$ cat src/rtl/gpio_pkg.sv
// Shared constants for the Avalon-MM GPIO peripheral: register map and bus widths.
package gpio_pkg;

    localparam int GPIO_MAX_WIDTH = 32;
    localparam int GPIO_BUS_W     = 32;
    localparam int GPIO_ADDR_W    = 3;

    localparam logic [GPIO_ADDR_W-1:0] GPIO_DATA    = 3'd0;
    localparam logic [GPIO_ADDR_W-1:0] GPIO_DIR     = 3'd1;
    localparam logic [GPIO_ADDR_W-1:0] GPIO_SET     = 3'd2;
    localparam logic [GPIO_ADDR_W-1:0] GPIO_CLR     = 3'd3;
    localparam logic [GPIO_ADDR_W-1:0] GPIO_MASK    = 3'd4;
    localparam logic [GPIO_ADDR_W-1:0] GPIO_CAPTURE = 3'd5;
    localparam logic [GPIO_ADDR_W-1:0] GPIO_RISE_EN = 3'd6;
    localparam logic [GPIO_ADDR_W-1:0] GPIO_FALL_EN = 3'd7;

endpackage

$ cat src/rtl/gpio_sync.sv
// Multi-flop synchroniser for asynchronous pad inputs; output is the last stage.
module gpio_sync
    import gpio_pkg::*;
#(
    parameter int WIDTH  = GPIO_MAX_WIDTH,
    parameter int STAGES = 2
) (
    input  logic             clk_i,
    input  logic             rst_i,
    input  logic [WIDTH-1:0] d_i,
    output logic [WIDTH-1:0] q_o
);

    logic [STAGES-1:0][WIDTH-1:0] chain_q;

    always_ff @(posedge clk_i) begin
        if (rst_i) chain_q <= '0;
        else       chain_q <= {chain_q[STAGES-2:0], d_i};
    end

    assign q_o = chain_q[STAGES-1];

endmodule

$ cat src/rtl/avalon_gpio_irq.sv
// Avalon-MM GPIO: direction/output registers, atomic set/clear, synchronised
// inputs with per-pin rise/fall edge capture and a masked, registered interrupt.
module avalon_gpio_irq
    import gpio_pkg::*;
#(
    parameter int                    WIDTH       = GPIO_MAX_WIDTH,
    parameter int                    SYNC_STAGES = 2,
    parameter logic [GPIO_BUS_W-1:0] RESET_OUT   = '0,
    parameter logic [GPIO_BUS_W-1:0] RESET_DIR   = '0
) (
    input  logic                   clk_clk,
    input  logic                   reset_reset,
    input  logic [GPIO_ADDR_W-1:0] avs_address,
    input  logic                   avs_read,
    input  logic                   avs_write,
    input  logic [GPIO_BUS_W-1:0]  avs_writedata,
    output logic [GPIO_BUS_W-1:0]  avs_readdata,
    output logic                   avs_readdatavalid,
    input  logic [WIDTH-1:0]       gpio_in,
    output logic [WIDTH-1:0]       gpio_out,
    output logic [WIDTH-1:0]       gpio_oe,
    output logic                   irq
);

    logic [WIDTH-1:0] out_q, out_d;
    logic [WIDTH-1:0] dir_q, dir_d;
    logic [WIDTH-1:0] mask_q, mask_d;
    logic [WIDTH-1:0] cap_q, cap_d;
    logic [WIDTH-1:0] rise_q, rise_d;
    logic [WIDTH-1:0] fall_q, fall_d;
    logic [WIDTH-1:0] prev_q;
    logic             irq_q;
    logic [GPIO_BUS_W-1:0] rdata_q, rdata_d;
    logic             rvalid_q;

    logic [WIDTH-1:0] samp;
    logic [WIDTH-1:0] wdata;
    logic [WIDTH-1:0] edges;
    logic [WIDTH-1:0] rsel;

    gpio_sync #(
        .WIDTH  (WIDTH),
        .STAGES (SYNC_STAGES)
    ) u_sync (
        .clk_i (clk_clk),
        .rst_i (reset_reset),
        .d_i   (gpio_in),
        .q_o   (samp)
    );

    assign wdata = avs_writedata[WIDTH-1:0];
    assign edges = (samp & ~prev_q & rise_q) | (~samp & prev_q & fall_q);

    always_comb begin
        out_d  = out_q;
        dir_d  = dir_q;
        mask_d = mask_q;
        cap_d  = cap_q | edges;
        rise_d = rise_q;
        fall_d = fall_q;
        if (avs_write) begin
            case (avs_address)
                GPIO_DATA:    out_d  = wdata;
                GPIO_DIR:     dir_d  = wdata;
                GPIO_SET:     out_d  = out_q | wdata;
                GPIO_CLR:     out_d  = out_q & ~wdata;
                GPIO_MASK:    mask_d = wdata;
                // New edges are OR-ed after the clear so a coincident edge survives.
                GPIO_CAPTURE: cap_d  = (cap_q & ~wdata) | edges;
                GPIO_RISE_EN: rise_d = wdata;
                GPIO_FALL_EN: fall_d = wdata;
                default:      ;
            endcase
        end
    end

    always_comb begin
        rsel = '0;
        case (avs_address)
            GPIO_DATA:    rsel = samp;
            GPIO_DIR:     rsel = dir_q;
            GPIO_MASK:    rsel = mask_q;
            GPIO_CAPTURE: rsel = cap_q;
            GPIO_RISE_EN: rsel = rise_q;
            GPIO_FALL_EN: rsel = fall_q;
            default:      rsel = '0;
        endcase
        rdata_d = '0;
        if (avs_read) rdata_d[WIDTH-1:0] = rsel;
    end

    always_ff @(posedge clk_clk) begin
        if (reset_reset) begin
            out_q    <= RESET_OUT[WIDTH-1:0];
            dir_q    <= RESET_DIR[WIDTH-1:0];
            mask_q   <= '0;
            cap_q    <= '0;
            rise_q   <= '0;
            fall_q   <= '0;
            prev_q   <= '0;
            irq_q    <= 1'b0;
            rdata_q  <= '0;
            rvalid_q <= 1'b0;
        end else begin
            out_q    <= out_d;
            dir_q    <= dir_d;
            mask_q   <= mask_d;
            cap_q    <= cap_d;
            rise_q   <= rise_d;
            fall_q   <= fall_d;
            prev_q   <= samp;
            irq_q    <= |(cap_q & mask_q);
            rdata_q  <= rdata_d;
            rvalid_q <= avs_read;
        end
    end

    assign gpio_out          = out_q;
    assign gpio_oe           = dir_q;
    assign irq               = irq_q;
    assign avs_readdata      = rdata_q;
    assign avs_readdatavalid = rvalid_q;

endmodule

$ cat config.mk
export PLATFORM = sky130hd
export DESIGN_NAME = avalon_gpio_irq
export DESIGN_NICKNAME = d
export VERILOG_FILES = /design/src/rtl/gpio_pkg.sv /design/src/rtl/gpio_sync.sv /design/src/rtl/avalon_gpio_irq.sv
export SDC_FILE = /design/constraint.sdc
export NUM_CORES = 1
export LEC_CHECK = 0
export ABC_AREA = 1
export CORE_MARGIN = 3
export CORE_UTILIZATION = 40
export DETAILED_ROUTE_END_ITERATION = 16
export GPL_TIMING_DRIVEN = 0
export PLACE_DENSITY = 0.66
export SETUP_SLACK_MARGIN = 0.5
export SYNTH_ARGS = -nofsm -noshare
export SYNTH_HDL_FRONTEND = slang
export SYNTH_HIERARCHICAL = 1
export SYNTH_SLANG_ARGS = --single-unit
$ cat constraint.sdc
create_clock -name clk_clk -period 2.48 [get_ports clk_clk]
set_clock_uncertainty 0.1 [all_clocks]
set_input_delay 0.496 -clock clk_clk [delete_from_list [all_inputs] [get_ports clk_clk]]
set_output_delay 0.496 -clock clk_clk [all_outputs]
set_load 0.01 [all_outputs]
# Word level (Yosys, flattened, before mapping)
# Cells that the tools add are included.
totals:
  register_bits: 322
  latch_bits: 0
  ramBits: 0
  mem_bits_ro: 0
  in_bits: 71
  wordCells: 47
  n_memories: 0
classes:
  add_sub_neg: 0
  multipliers: 0
  div: 0
  order_cmp: 0
  eq_ne: 7
  shifts: 0
  n_mux: 4
  bitwise_logic: 15
  reduce_logical: 9
ops:
  columns: ["op", "count"]
  rows:
  - ["32-bit bitwise AND", 7]
  - ["32-bit case mux with 6 select lines", 1]
  - ["32-bit bitwise OR", 4]
  - ["32-bit inverter", 3]
  - ["32-bit case mux with 3 select lines", 1]
  - ["32-bit two-way mux", 2]
  - ["32-bit OR reduction", 1]
  - ["3-bit equality test (second input constant)", 4]
  - ["2-bit AND reduction", 5]
  - ["3-bit by 2-bit equality test with 1-bit output (second input constant)", 2]
  - ["3-bit by 1-bit equality test with 1-bit output (second input constant)", 1]
  - ["3-bit zero test", 1]
  - ["3-bit nonzero test", 1]
  - ["2-bit OR reduction", 1]
  - ["1-bit inverter", 1]

# Longest topological paths before layout
depth:
  depth_word: 7
  mapped_depth: 8
  ltp_nobuf: 7

# By module
# The synthesis kept the hierarchy.
modules_own_cells:
  columns: ["module", "n_inst", "cells_each", "area_per_inst_um2"]
  rows:
  - ["avalon_gpio_irq", 1, 1530, 10707.8]
  - ["gpio_sync", 1, 231, 2080.7]

# Worst setup path after synthesis
# No wires, ideal clock.
synth_timing:
  kind: "input port to flip-flop"
  start: "in avs_address[1]"
  end: "reg mask_q[10]"
  arrival_time_ns: 1.446
  t_required_ns: 2.310
  slack_ns: 0.864
  cell_stages: 6
  n_path_buf: 3
  cell_sequence: "buf_2 -> nor3_1 -> buf_2 -> buf_2 -> nand3_1 -> a21oi_1"
synth_via:
  elab_chain_cells: 2
synth_rtl:
  columns: ["item", "line_no", "source"]
  rows:
  - ["from (decl)", "avalon_gpio_irq.sv:13", "input logic [GPIO_ADDR_W-1:0] avs_address,"]
  - ["3-bit equality test", "avalon_gpio_irq.sv:62", "case (avs_address)"]
  - ["2-bit AND reduction (no source line)", null, null]
  - ["to (signal assigned)", "avalon_gpio_irq.sv:107", "mask_q <= mask_d;"]
  - ["to (decl)", "avalon_gpio_irq.sv:27", "logic [WIDTH-1:0] mask_q, mask_d;"]
# No other way between the ends.
# A chain may end at the register's enable or synchronous reset.

# Worst setup path after layout
layout_timing:
  start: "in avs_address[1]"
  end: "reg rdata_q[1] (netlist: avs_readdata[1])"
layout_via:
  elab_chain_cells: 2
  word_cells_on_any_way: 7
  classes_between: "eq/ne: 5; mux: 1; reduce/logical: 1"
layout_rtl:
  columns: ["item", "line_no", "source"]
  rows:
  - ["3-bit equality test, or another cell as far along", "avalon_gpio_irq.sv:79", "case (avs_address)"]
  - ["32-bit case mux with 6 select lines (*)", "avalon_gpio_irq.sv:79", null]
  - ["to (signal assigned)", "avalon_gpio_irq.sv:113", "rdata_q <= rdata_d;"]
  - ["to (decl)", "avalon_gpio_irq.sv:33", "logic [GPIO_BUS_W-1:0] rdata_q, rdata_d;"]
# Mark *: on every way between the ends. The rest lies on a longest branch, timed or not.

==> flow_summary.toml <==
[pwr]
power.ir.vdd_worst_mv = 0.451
power-per-cell-area_mw_per_mm2 = 721
p_seq_share_pct = 45.9
share_comb_of_total_power_pct = 7.8
internal-power_mw = 8.85
static_leakage_power_nw = 6.98
sw_frac_of_total_pct = 24.7
share_clk_of_total_power_pct = 46.3
p_switching_mw = 2.90

[worst_setup_path]
crit_path_cell_trace = "clkdlybuf4s50_1 > clkinv_2 > nand2_1 > nor2_2 > clkbuf_4 > nand2_1 > o21ai_1 > inv_1 > a21oi_1"
crit_path_end_kind = "flop"
criticalPathCategory = "in2reg"
worstSetupStartpointType = "input pin"
cell_occurring_most_often_along_the_worst_timing_path = "sky130_fd_sc_hd__nand2_1"
critical_path_peak_fanout = 10
timing.critical_path.slowest_cell_delay_ns = 0.48
critPathArrivalTime_ns = 2.28
critical_path_required_ns = 2.79
r2r_setup_slack_ns = 1.25
crit_path_top_delay_cell = "sky130_fd_sc_hd__clkdlybuf4s50_1"

[timing]
maxSlewHeadroom_pct = 46.9
hold-worst-slack_ns = 0.137
rsz0062_at_grt = "yes"
setup_viol_count_final = 0
drv_slew = 0
maxClockFrequency_mhz = 507
fin_crit_ns = 1.97
finalCritPeriodShare_pct = 79.5
layout_setup_ws_ns = 0.508
total_negative_slack_ns = 0
worst_pin_slew_ns = 0.796
report.final.hold_viol_count = 0

[cells_and_area]
ff_latch_area_mm2 = 0.00645
postLayoutCoreUtil_pct = 52.4
area.growth.synth_to_final_pct = 27.4
nets = 2040
fill_cell_count = 3034
drive_gt1_share_pct = 8.81
multi_input_area_mm2 = 0.00491
antenna_cells_inserted = 0

[clock_network]
root_buffer = "sky130_fd_sc_hd__clkbuf_16"
tritoncts = "done"
clock-sinks = 322
cts.clk_slew.worst_paths_ns = 0.06
max-clock-path-buffers = 3
max_h_tree_level = 2
clk_latency_ns = 0.54
cts_made_buffers = 36

[die]
die_x_um = 185
core_mm2 = 0.0311
io-pin-count = 169
die_height_um = 185
die-area_mm2 = 0.0342
count_of_standard_cell_rows = 64
effective_utilization_at_floorplan_pct = 41.2

[drt]
drt_wl_total_mm = 42.9
pre_repair_dr_iteration_count = 6
drc = 0
routed_wire_length_per_instance_um = 17.9
num_vias = 12532
ant_nets = 0
avgViaCountPerCell = 5.24
drt-initial-drc-count = 1424

[place]
port-buffer-count = 167
place.detailed.hpwl_mm = 28.9
place_congestion = 0.886
detailedPlace.worstSlack_ns = -0.296

[global_routing]
globalRouteOverflowTotal = 0
grt_start_max_net_pins = 15
antenna_violations_before_repair = 1
global_route_wire_length_before_repair_mm = 64.7
track_usage_pct = 24.3
grt_pass1_vias = 11638

[synthesis]
post_synthesis_average_cell_area_um2 = 7.26
synthesis.nets = 1832
synth_top_cells_by_area = "sky130_fd_sc_hd__dfxtp_1 50%, sky130_fd_sc_hd__nand2_1 11%, sky130_fd_sc_hd__a21oi_1 7.6%"
synth_largest_area_cell = "sky130_fd_sc_hd__dfxtp_1"
synth.yosys.seq_area_share_pct = 50.4
synthDominantCellAreaShare_pct = 50.4
synth.cell_area_mm2 = 0.0128
yosys_warnings = 6
netlist_instances = 1761
ys_ff_latch = 322
yosysUniqueCellTypes = 18

[status]
status = "completed"

[worst_hold_path]
hold_path.class = "in2reg"

[run]
max_cap_viol_count = 0
[what timing repair did]
item,CTS,global route
hold buffers,0,0
endpoints found under the setup margin,211,165
buffers inserted,3,0
pin swaps,2,0
resized for setup,105,78
[final timing paths]
kind	start	end	cells after the start
max	avs_address[1]	avs_readdata[1]	9
min	reset_reset	u_sync/q_o[31]	2
max reg2reg	cap_q[31]	irq	6
min reg2reg	u_sync/chain_q[21]	u_sync/q_o[21]	2
[synth_stat cells]
master,number
sky130_fd_sc_hd__buf_6,7
sky130_fd_sc_hd__nor2_1,206
sky130_fd_sc_hd__o21ai_1,10
sky130_fd_sc_hd__nor3_1,1
sky130_fd_sc_hd__clkinv_1,1
sky130_fd_sc_hd__clkbuf_1,79
sky130_fd_sc_hd__nand2_1,378
sky130_fd_sc_hd__o21ai_0,182
sky130_fd_sc_hd__buf_4,35
sky130_fd_sc_hd__buf_2,16
sky130_fd_sc_hd__a21oi_1,193
sky130_fd_sc_hd__inv_2,2
sky130_fd_sc_hd__a31oi_1,32
sky130_fd_sc_hd__nand4_1,34
sky130_fd_sc_hd__nor3_2,1
sky130_fd_sc_hd__dfxtp_1,322
sky130_fd_sc_hd__inv_1,196
sky130_fd_sc_hd__nand3_1,66
[power groups by stage]
| stage | combinational (mW) | clock [mW] | sequential [mW] |
|---|---|---|---|
| after floorplan | 0.429 | 0 | 5.51 |
| after global placement | 0.884 | 0 | 5.51 |
| after detailed placement | 0.896 | 0 | 5.51 |
| after CTS | 0.890 | 5.52 | 5.40 |
| after global routing | 0.991 | 5.74 | 5.41 |
| final | 0.915 | 5.44 | 5.40 |
[placed cells by master (no fill, tap or decap), drive strengths merged, types with 14 or more instances in the layout]
cell type and instances:
dfxtp 322, nor2 206, nand4 34, buf 62, nand3 66, o21ai 192
a21oi 193, dlymetal6s2s 19, dlygate4sd2 72, nand2 378, clkinv 14, clkbuf 126
inv 199, a31oi 32, clkdlybuf4s50 76
[state kept, by name, summed over array words and instances (netlist names)]
signal	flops
avs_readdata	32
avs_readdatavalid	1
cap_q	32
fall_q	32
gpio_oe	32
gpio_out	32
irq	1
mask_q	32
prev_q	32
rise_q	32
u_sync/chain_q	32
u_sync/q_o	32
[logic make-up after synthesis]
group	synth area share (%)
flip-flops	50.4
buffers and inverters	11.5
AND/OR/NAND/NOR	21.5
AO/OA/AOI/OAI	16.6
[layout make-up]
cell class	count	share of cell area (%)
buffer	137	4.97
clock inverter	18	1.14
inverter	199	4.59
timing repair buffer	170	10.1
sequential	322	39.6
tap	396	3.04
clock buffer	48	6.42
multi-input combinational	1103	30.1
[per-stage QoR]
| stage | std cells | total power, mW | instance area (um2) |
|---|---|---|---|
| global route | 2393 | 12.1 | 16300 |
| finish | 2393 | 11.8 | 16300 |
| global placement | 2324 | 6.39 | 15000 |
| CTS | 2393 | 11.8 | 16200 |
| detailed placement | 2324 | 6.41 | 15000 |
| floorplan | 1761 | 5.94 | 12800 |
[per-layer routing]
layer | vias up | track usage (%) | routed length, um
met1 | 5780 | 32.2 | 17800
li1 | 6025 | - | -
met4 | 2 | 11.0 | 1970
met2 | 599 | 38.3 | 18900
met3 | 126 | 4.95 | 4170
met5 | - | 0 | 13
[worst max-delay path, delay by kind of cell]
family          cells  cell delay (ns)
buf+inv             4             0.99
simple gates        3             0.45
compound gates      2             0.34
Note: power is estimated with default switching activity, not from simulation.
